$ cat src/rtl/iir_decimator.sv
// iir_decimator: power-of-two sample decimator feeding a valid/ready output FIFO.
// Define IIR_DECIM_AVG_EN to output the rounded block mean instead of the last sample.
module iir_decimator #(
    parameter int MAXLOG2 = 6,
    parameter int DEPTH   = 16
) (
    input  logic                         clk,
    input  logic                         rst_n,
    input  logic [$clog2(MAXLOG2+1)-1:0] decim_log2,
    input  logic                         dv_in,
    input  logic signed [17:0]           d_in,
    output logic                         m_valid,
    input  logic                         m_ready,
    output logic signed [17:0]           m_data,
    output logic [$clog2(DEPTH):0]       level,
    output logic                         ovf,
    input  logic                         ovf_clr
);
    localparam int KW = $clog2(MAXLOG2+1);
    localparam int AW = $clog2(DEPTH);
    localparam int PW = AW + 1;
    localparam int NW = MAXLOG2 + 1;
    localparam logic [KW-1:0] KMAX = KW'(MAXLOG2);

    logic [MAXLOG2-1:0]  cnt_q, cnt_d;
    logic [KW-1:0]       k_q, k_d;
    logic [KW-1:0]       k_in, k_eff;
    logic [NW-1:0]       one_sh;
    logic [MAXLOG2-1:0]  last_idx;
    logic                blk_end;
    logic                push_q, push_d;
    logic signed [17:0]  smp_q, smp_d;
    logic signed [17:0]  blk_val;

    logic signed [17:0]  mem [DEPTH];
    logic [PW-1:0]       rd_q, rd_d, wr_q, wr_d;
    logic                full, pop, push_ok, drop;
    logic                m_valid_q, m_valid_d;
    logic signed [17:0]  m_data_q, m_data_d;
    logic                ovf_q, ovf_d;

    // The exponent in force for this strobe: a block start uses the live input.
    assign k_in     = (decim_log2 > KMAX) ? KMAX : decim_log2;
    assign k_eff    = (cnt_q == '0) ? k_in : k_q;
    assign one_sh   = NW'(1) << k_eff;
    assign last_idx = one_sh[MAXLOG2-1:0] - 1'b1;
    assign blk_end  = dv_in && (cnt_q == last_idx);

    always_comb begin
        cnt_d  = cnt_q;
        k_d    = k_q;
        push_d = blk_end;
        smp_d  = smp_q;
        if (dv_in) begin
            cnt_d = blk_end ? '0 : cnt_q + 1'b1;
            if (cnt_q == '0) k_d = k_in;
        end
        if (blk_end) smp_d = blk_val;
    end

`ifdef IIR_DECIM_AVG_EN
    localparam int SW = 18 + MAXLOG2 + 1;
    localparam logic signed [SW-1:0] PMAX = SW'(131071);
    localparam logic signed [SW-1:0] NMIN = SW'(-131072);

    logic signed [SW-2:0] acc_q, acc_d;
    logic signed [SW-1:0] base, sum, rnd, rsum, shr;

    always_comb begin
        base = (cnt_q == '0) ? '0 : SW'(acc_q);
        sum  = base + SW'(d_in);
        rnd  = '0;
        if (k_eff != '0) rnd = SW'(1) << (k_eff - 1'b1);
        rsum = sum + rnd;
        shr  = rsum >>> k_eff;
        if (shr > PMAX)      blk_val = 18'sh1FFFF;
        else if (shr < NMIN) blk_val = -18'sh20000;
        else                 blk_val = shr[17:0];
        acc_d = dv_in ? sum[SW-2:0] : acc_q;
    end

    always_ff @(posedge clk or negedge rst_n) begin
        if (!rst_n) acc_q <= '0;
        else        acc_q <= acc_d;
    end
`else
    assign blk_val = d_in;
`endif

    assign full    = (wr_q[AW] != rd_q[AW]) &&
                     (wr_q[AW-1:0] == rd_q[AW-1:0]);
    assign pop     = m_valid_q && m_ready;
    assign push_ok = push_q && (!full || pop);
    assign drop    = push_q && !push_ok;

    // Output register always mirrors the head entry after this cycle's updates.
    always_comb begin
        rd_d      = rd_q + PW'(pop);
        wr_d      = wr_q + PW'(push_ok);
        m_valid_d = (wr_d != rd_d);
        m_data_d  = m_data_q;
        if (m_valid_d) begin
            if (push_ok && (rd_d == wr_q)) m_data_d = smp_q;
            else                           m_data_d = mem[rd_d[AW-1:0]];
        end
        ovf_d = ovf_q;
        if (ovf_clr) ovf_d = 1'b0;
        if (drop)    ovf_d = 1'b1;
    end

    always_ff @(posedge clk) begin
        if (push_ok) mem[wr_q[AW-1:0]] <= smp_q;
    end

    always_ff @(posedge clk or negedge rst_n) begin
        if (!rst_n) begin
            cnt_q     <= '0;
            k_q       <= '0;
            push_q    <= 1'b0;
            smp_q     <= '0;
            rd_q      <= '0;
            wr_q      <= '0;
            m_valid_q <= 1'b0;
            m_data_q  <= '0;
            ovf_q     <= 1'b0;
        end else begin
            cnt_q     <= cnt_d;
            k_q       <= k_d;
            push_q    <= push_d;
            smp_q     <= smp_d;
            rd_q      <= rd_d;
            wr_q      <= wr_d;
            m_valid_q <= m_valid_d;
            m_data_q  <= m_data_d;
            ovf_q     <= ovf_d;
        end
    end

    assign m_valid = m_valid_q;
    assign m_data  = m_data_q;
    assign level   = wr_q - rd_q;
    assign ovf     = ovf_q;

endmodule

$ cat config.mk
export PLATFORM = sky130hd
export DESIGN_NAME = iir_decimator
export DESIGN_NICKNAME = d
export VERILOG_FILES = /design/src/rtl/iir_decimator.sv
export SDC_FILE = /design/constraint.sdc
export NUM_CORES = 1
export LEC_CHECK = 0
export CORE_ASPECT_RATIO = 0.6
export CORE_UTILIZATION = 55
export DETAILED_ROUTE_END_ITERATION = 7
export GPL_ROUTABILITY_DRIVEN = 0
export GPL_TIMING_DRIVEN = 0
export HOLD_SLACK_MARGIN = 0.03
export PLACE_DENSITY = 0.75
export SYNTH_ARGS = -nofsm -noshare
export SYNTH_HDL_FRONTEND = slang
export SYNTH_SLANG_ARGS = --single-unit
$ cat constraint.sdc
create_clock -name clk -period 5.4 [get_ports clk]
set_clock_uncertainty 0.15 [all_clocks]
set_input_delay 1.08 -clock clk [delete_from_list [all_inputs] [get_ports clk]]
set_output_delay 1.08 -clock clk [all_outputs]
set_load 0.005 [all_outputs]
==> impl_metrics.json <==
{
  "grt_remaining_overflow": 0,
  "power_frac_clock": 0.258,
  "drtIter0Drc": 789,
  "ios": 51,
  "grt_pass1_vias": 7529,
  "cts_max_path_buffers": 3,
  "fin_util": 0.665,
  "cp-start-kind": "input pin",
  "pwr-share-comb": 0.353,
  "cts_resized": 0,
  "cp-end-kind": "flip-flop",
  "syn_nets": 747,
  "rsz0062_at_grt": "no",
  "relSlewSlack": 0.274,
  "cts_max_level": 1,
  "drc": 0,
  "slew_violations": 0,
  "timing.fmax_ghz": 0.195,
  "layout_commonest_cell": "edfxtp_1",
  "antenna_left": 0,
  "required_ps": 5650,
  "r2r-start": "m_valid",
  "synth_seq_cells": 346,
  "period_share": 0.948,
  "synth.avg_cell_area_sq_um": 19.7,
  "leakagePower_nw": 5.55,
  "grt_pass1_wl_um": 47600,
  "grt_usage": 0.255,
  "hold_viol": 0,
  "hold_path_depth": 2,
  "fp.dieArea_sq_mm": 0.0260,
  "syn_inst": 709,
  "p_int_mw": 6.59,
  "synth_seq_area_share": 0.724,
  "cap_violations": 0,
  "hp-class": "flip-flop to flip-flop",
  "min_from": "push_q",
  "finalCriticalPeriod_ps": 5120,
  "arrival_ps": 5370,
  "grt_max_degree": 59,
  "n_antenna_cell": 0,
  "worst_pin_slew_ps": 1090,
  "most-common-layout-cells": "288 x edfxtp_1, 90 x mux4_2, 58 x dfrtp_1",
  "power_frac_seq": 0.389,
  "nets": 848,
  "initial_utilization": 0.568,
  "die_y_um": 125,
  "vias": 7211,
  "fill_cells": 1538,
  "clock_latency_ps": 570,
  "rrSetupSlack_ps": 810,
  "coreArea_sq_mm": 0.0246,
  "cts-root-buf": "clkbuf_16",
  "critPathMaxFanout": 10,
  "synth_edf_count": 288,
  "routed_wl_um": 31800,
  "die_w_um": 208,
  "yosys_warnings": 0,
  "swShare": 0.311,
  "wl_per_cell_um": 27.5,
  "cts_buffers": 31,
  "cts_hold_buf": 0,
  "viasPerCell": 6.23,
  "cts_tree": "built",
  "dr.pass1.iters": 5,
  "setup_violations": 0,
  "synth-main-ff-cell": "edfxtp_1",
  "synth.cell_area_sq_mm": 0.0140,
  "rows": 44,
  "r2r-end": "m_data[13]",
  "clk_pin_slew_worst_paths_ps": 70,
  "ff2ff_path_depth": 10,
  "path_class": "input pin to flip-flop",
  "power.switching_mw": 2.98,
  "p_per_area_mw_per_mm2": 586,
  "status": "complete, no violations",
  "ys_types": 44,
  "cts.sinks": 346,
  "drive_gt1_frac": 0.262,
  "setup_tns_ps": 0,
  "post_cts_buffers": 0,
  "vdd_drop_max_v": 0.000279,
  "async_reset_ff_frac": 0.168,
  "io_buffers": 48,
  "antenna_found_initial": 1,
  "synthToLayoutAreaGrowth_pct": 17.0,
  "hpwl_um": 20100,
  "hold_end": "ovf"
}
[area by class of cell]
class                           count  area [sq um]  area share
Inverter                           17          63.8     0.00391
Buffer                             33           174      0.0106
Multi-Input combinational cell    313          3680       0.225
Clock inverter                     18           285      0.0175
Tap cell                          322           403      0.0247
Sequential cell                   346         10100       0.618
Clock buffer                       40           880      0.0539
Timing Repair Buffer               68           748      0.0458
[stage by stage]
step	hold slack (ps)	setup WS [ps]	area, sq um	power, mW	cells
floorplan	292	1760	14000	5.98	709
finish	368	283	16300	9.57	1157
global route	405	142	16300	9.99	1157
detailed placement	346	-169	15200	7.14	1099
CTS	368	406	16300	9.62	1157
global placement	340	-225	14800	6.99	1079
[how the worst max path moves through the flow]
stage | slack, ps | from | cells past startpoint | end
after floorplan | 1760 | m_ready | 9 | m_data[10]
after detailed placement | -170 | m_ready | 11 | m_data[13]
after CTS | 410 | m_ready | 11 | m_data[13]
after global routing | 140 | m_ready | 11 | m_data[16]
final | 280 | m_ready | 11 | m_data[13]
after global placement | -230 | m_ready | 11 | m_data[15]
[sequential cells by signal (all words and copies together) (netlist names)]
register and cells:
cnt_q 6, k_q 3, m_data 18, m_valid 1, mem 288, ovf 1
push_q 1, rd_q 5, smp_q 18, wr_q 5
[power groups by stage]
stage / Sequential, mW / Combinational [mW] / Clock [mW]
3_3_place_gp: 3.74 / 3.25 / 0
4_1_cts: 3.73 / 3.41 / 2.49
6_report: 3.73 / 3.38 / 2.47
5_1_grt: 3.77 / 3.63 / 2.59
3_5_place_dp: 3.78 / 3.36 / 0
2_1_floorplan: 3.64 / 2.34 / 0
[synthesized netlist by cell type (all sizes together) (13+ instances only)]
library cell  instances  area [sq um]
buf                  13          98.8
mux2                 21           293
inv                  17          63.8
nand2                16          60.1
mux2i                21           210
edfxtp              288          8650
nor2                 44           173
a21oi                27           135
clkbuf               20          75.1
dfrtp                58          1450
mux4                 90          2030
xnor2                20           175
[layer usage]
metal,track usage,share of wire
met4,0.0641,0.024
met1,0.378,0.42
met5,0,0.00041
met2,0.386,0.46
met3,0.0636,0.10
[critical path: stages]
cell             delay [ps]
clkdlybuf4s50_1         410
and2_1                  160
ha_1                    210
ha_1                    360
clkbuf_1                570
clkbuf_1                780
xnor2_1                 190
nand4_1                 730
clkbuf_1                590
nor2_1                  210
a21oi_1                  60
[cell families (layout without fill, tap and decap cells)]
group           Yosys count  count (layout)  synth area share
compound gates           47              47            0.0188
xor+xnor                 25              25            0.0162
flops                   346             346             0.724
simple gates             97              97            0.0317
buf+inv                  50             176            0.0170
mux                     132             132             0.181
fa+ha+maj                12              12            0.0113
Note: power is estimated with default switching activity, not from simulation.
==> edit: new RTL, config.mk and constraints unchanged <==
Set the parameter `MAXLOG2` to 7 (it was 6).
--- a/src/rtl/iir_decimator.sv
+++ b/src/rtl/iir_decimator.sv
@@ -3,3 +3,3 @@
 module iir_decimator #(
-    parameter int MAXLOG2 = 6,
+    parameter int MAXLOG2 = 7,
     parameter int DEPTH   = 16
Check against the original RTL: same outputs for any inputs over 4 cycles, from zero or initial values and one cycle with rst_n low; that may be too few to reach the edited logic, so the function may still have changed.
==> edit against the unedited design <==
- synthesized area grew 2.1%
- critical path depth is 1 higher
- power is 3.9% lower
- worst setup slack improved by 0.40 ns
- cell area grew 0.33%
- via count rose by 5.8%
- hold slack worse by 0.035 ns
- clock power fell by 17%
- synthesized cell count up 11%
- register-to-register slack gained 0.33 ns
- non-clock buffer count grew 13
- wire length decreased by 5.8%
- sequential cell count rose by 1
==> edit: results (changes against the unedited design) <==
Layout
  – Nets@finish: 925 (+9.1%)
  – Layout cells sized above 1: 0.212 (-0.0504)
  – Post-Layout Cell Count: 1240 (+7.2%)

Placement
  – Detailed placement HPWL: 19900 µm (-0.92%)
  – Setup slack after placement: 0.174 ns (+0.342 ns)
  – # port buffers: 49 (+2.1%)
  – Area post-placement: 15400 µm² (+1.8%)

Clock tree
  – Clock-pin slew on the worst setup and hold paths: 0.07 ns (about the same)
  – Num CTS Buffers: 30 (-3.2%)
  – Clk_lat worst skew: 0.57 ns (about the same)

Power and ir drop
  – Pleak: 0.00579 µW (+4.3%)
  – Peak VDD IR: 0.348 mV (+25%)
  – Clock Power Share: 0.224 (-0.034)
  – Net Sw Power: 3110 µW (+4.2%)
  – Pwr Total: 9200 µW (-3.9%)

Global routing
  – Initial antenna violation count: 0 (-1)
  – First-pass GRT wire length: 46100 µm (-3.2%)
  – Largest net degree at the start of global routing: 60 (+1.7%)
  – GR Util All Layers: 0.235 (-0.0200)
  – Vias in the first global route: 7416 (-1.5%)

Synthesis
  – Top post-synthesis cells by area: edfxtp_1 61%, mux4_2 11%, dfrtp_1 10%, mux2i_1 2.7%, a21oi_1 1.4%
  – Post-synthesis adder-cell area fraction: 0.0111 (-0.000234)
  – Most frequent cells after synthesis: 288 x edfxtp_1, 72 x mux4_2, 59 x dfrtp_1
  – Post-synthesis cell type count: 53 (+20%)
  – EDFF count, synth: 288 (unchanged)
  – Main synth FF type: edfxtp_1
  – Post-synthesis compound-gate area fraction: 0.0401 (+0.0213)
  – Sequential share of the synthesized area: 0.710 (-0.0132)
  – Post-Syn Nets: 825 (+10%)
  – Syn Inst Count: 787 (+11%)
  – Synth Area in XOR/XNOR: 0.0172 (+0.000981)
  – Mux share of post-synthesis cell area: 0.158 (-0.0234)

Setup path
  – Reg2Reg Depth: 11 (+1)
  – Crit path DAT: 5.00 ns (-0.37 ns)
  – RR Startpoint: m_valid$_DFF_PN0_
  – Reg2reg setup slack: 1.14 ns (+0.33 ns)

Route
  – First DRT Iteration DRCs: 843 (+6.8%)
  – DRT met1 WL: 13500 µm (+1.8%)
  – Routed vias: 7626 (+5.8%)
  – Top sig layer: met4
  – Met3 WL: 2940 µm (-8.8%)
  – Met2 wire length: 13100 µm (-9.6%)
  – Final wirelength: 30000 µm (-5.8%)

Run status
  – Status: finished, final reports clean

Timing
  – Period utilization: 0.874 (-0.0732)
edit: layout make-up:
type / instances / area, µm²
Multi-Input combinational cell: 375 / 3880
Clock inverter: 5 / 31.3
Inverter: 19 / 71.3
Buffer: 46 / 230
Tap cell: 329 / 412
Fill cell: 1735 / 8950
Sequential cell: 347 / 10100
Clock buffer: 51 / 911
Timing Repair Buffer: 68 / 728
edit: logic make-up after synthesis:
family,after synthesis
buffers and inverters,65
AO/OA/AOI/OAI,90
adder cells (fa/ha/maj),12
flip-flops,347
XOR/XNOR,28
multiplexers,128
AND/OR/NAND/NOR,117
edit: worst max-delay path, cell delays in order:
cell             delay [ns]
clkdlybuf4s50_1        0.39
and2_1                 0.17
ha_1                   0.21
ha_1                   0.33
buf_2                  0.32
buf_1                  0.66
clkbuf_1               0.67
mux4_2                 0.41
mux2i_1                0.38
a21oi_1                0.13
mux2i_1                0.16
a21oi_1                0.08
edit: metal layers:
metal / up-vias / track usage
met3: 36 / 0.0438
li1: 3316 / -
met5: - / 0
met1: 3905 / 0.385
met4: 0 / 0.0399
met2: 369 / 0.334
edit: worst min path at each step:
stage                                 from               to  slack [ns]
final                     push_q$_DFF_PN0_  ovf$_DFFE_PN0P_        0.33
after global routing      push_q$_DFF_PN0_  ovf$_DFFE_PN0P_        0.38
after CTS                 push_q$_DFF_PN0_  ovf$_DFFE_PN0P_        0.34
after detailed placement  push_q$_DFF_PN0_  ovf$_DFFE_PN0P_        0.32
after global placement    push_q$_DFF_PN0_  ovf$_DFFE_PN0P_        0.31
after floorplan           push_q$_DFF_PN0_  ovf$_DFFE_PN0P_        0.29
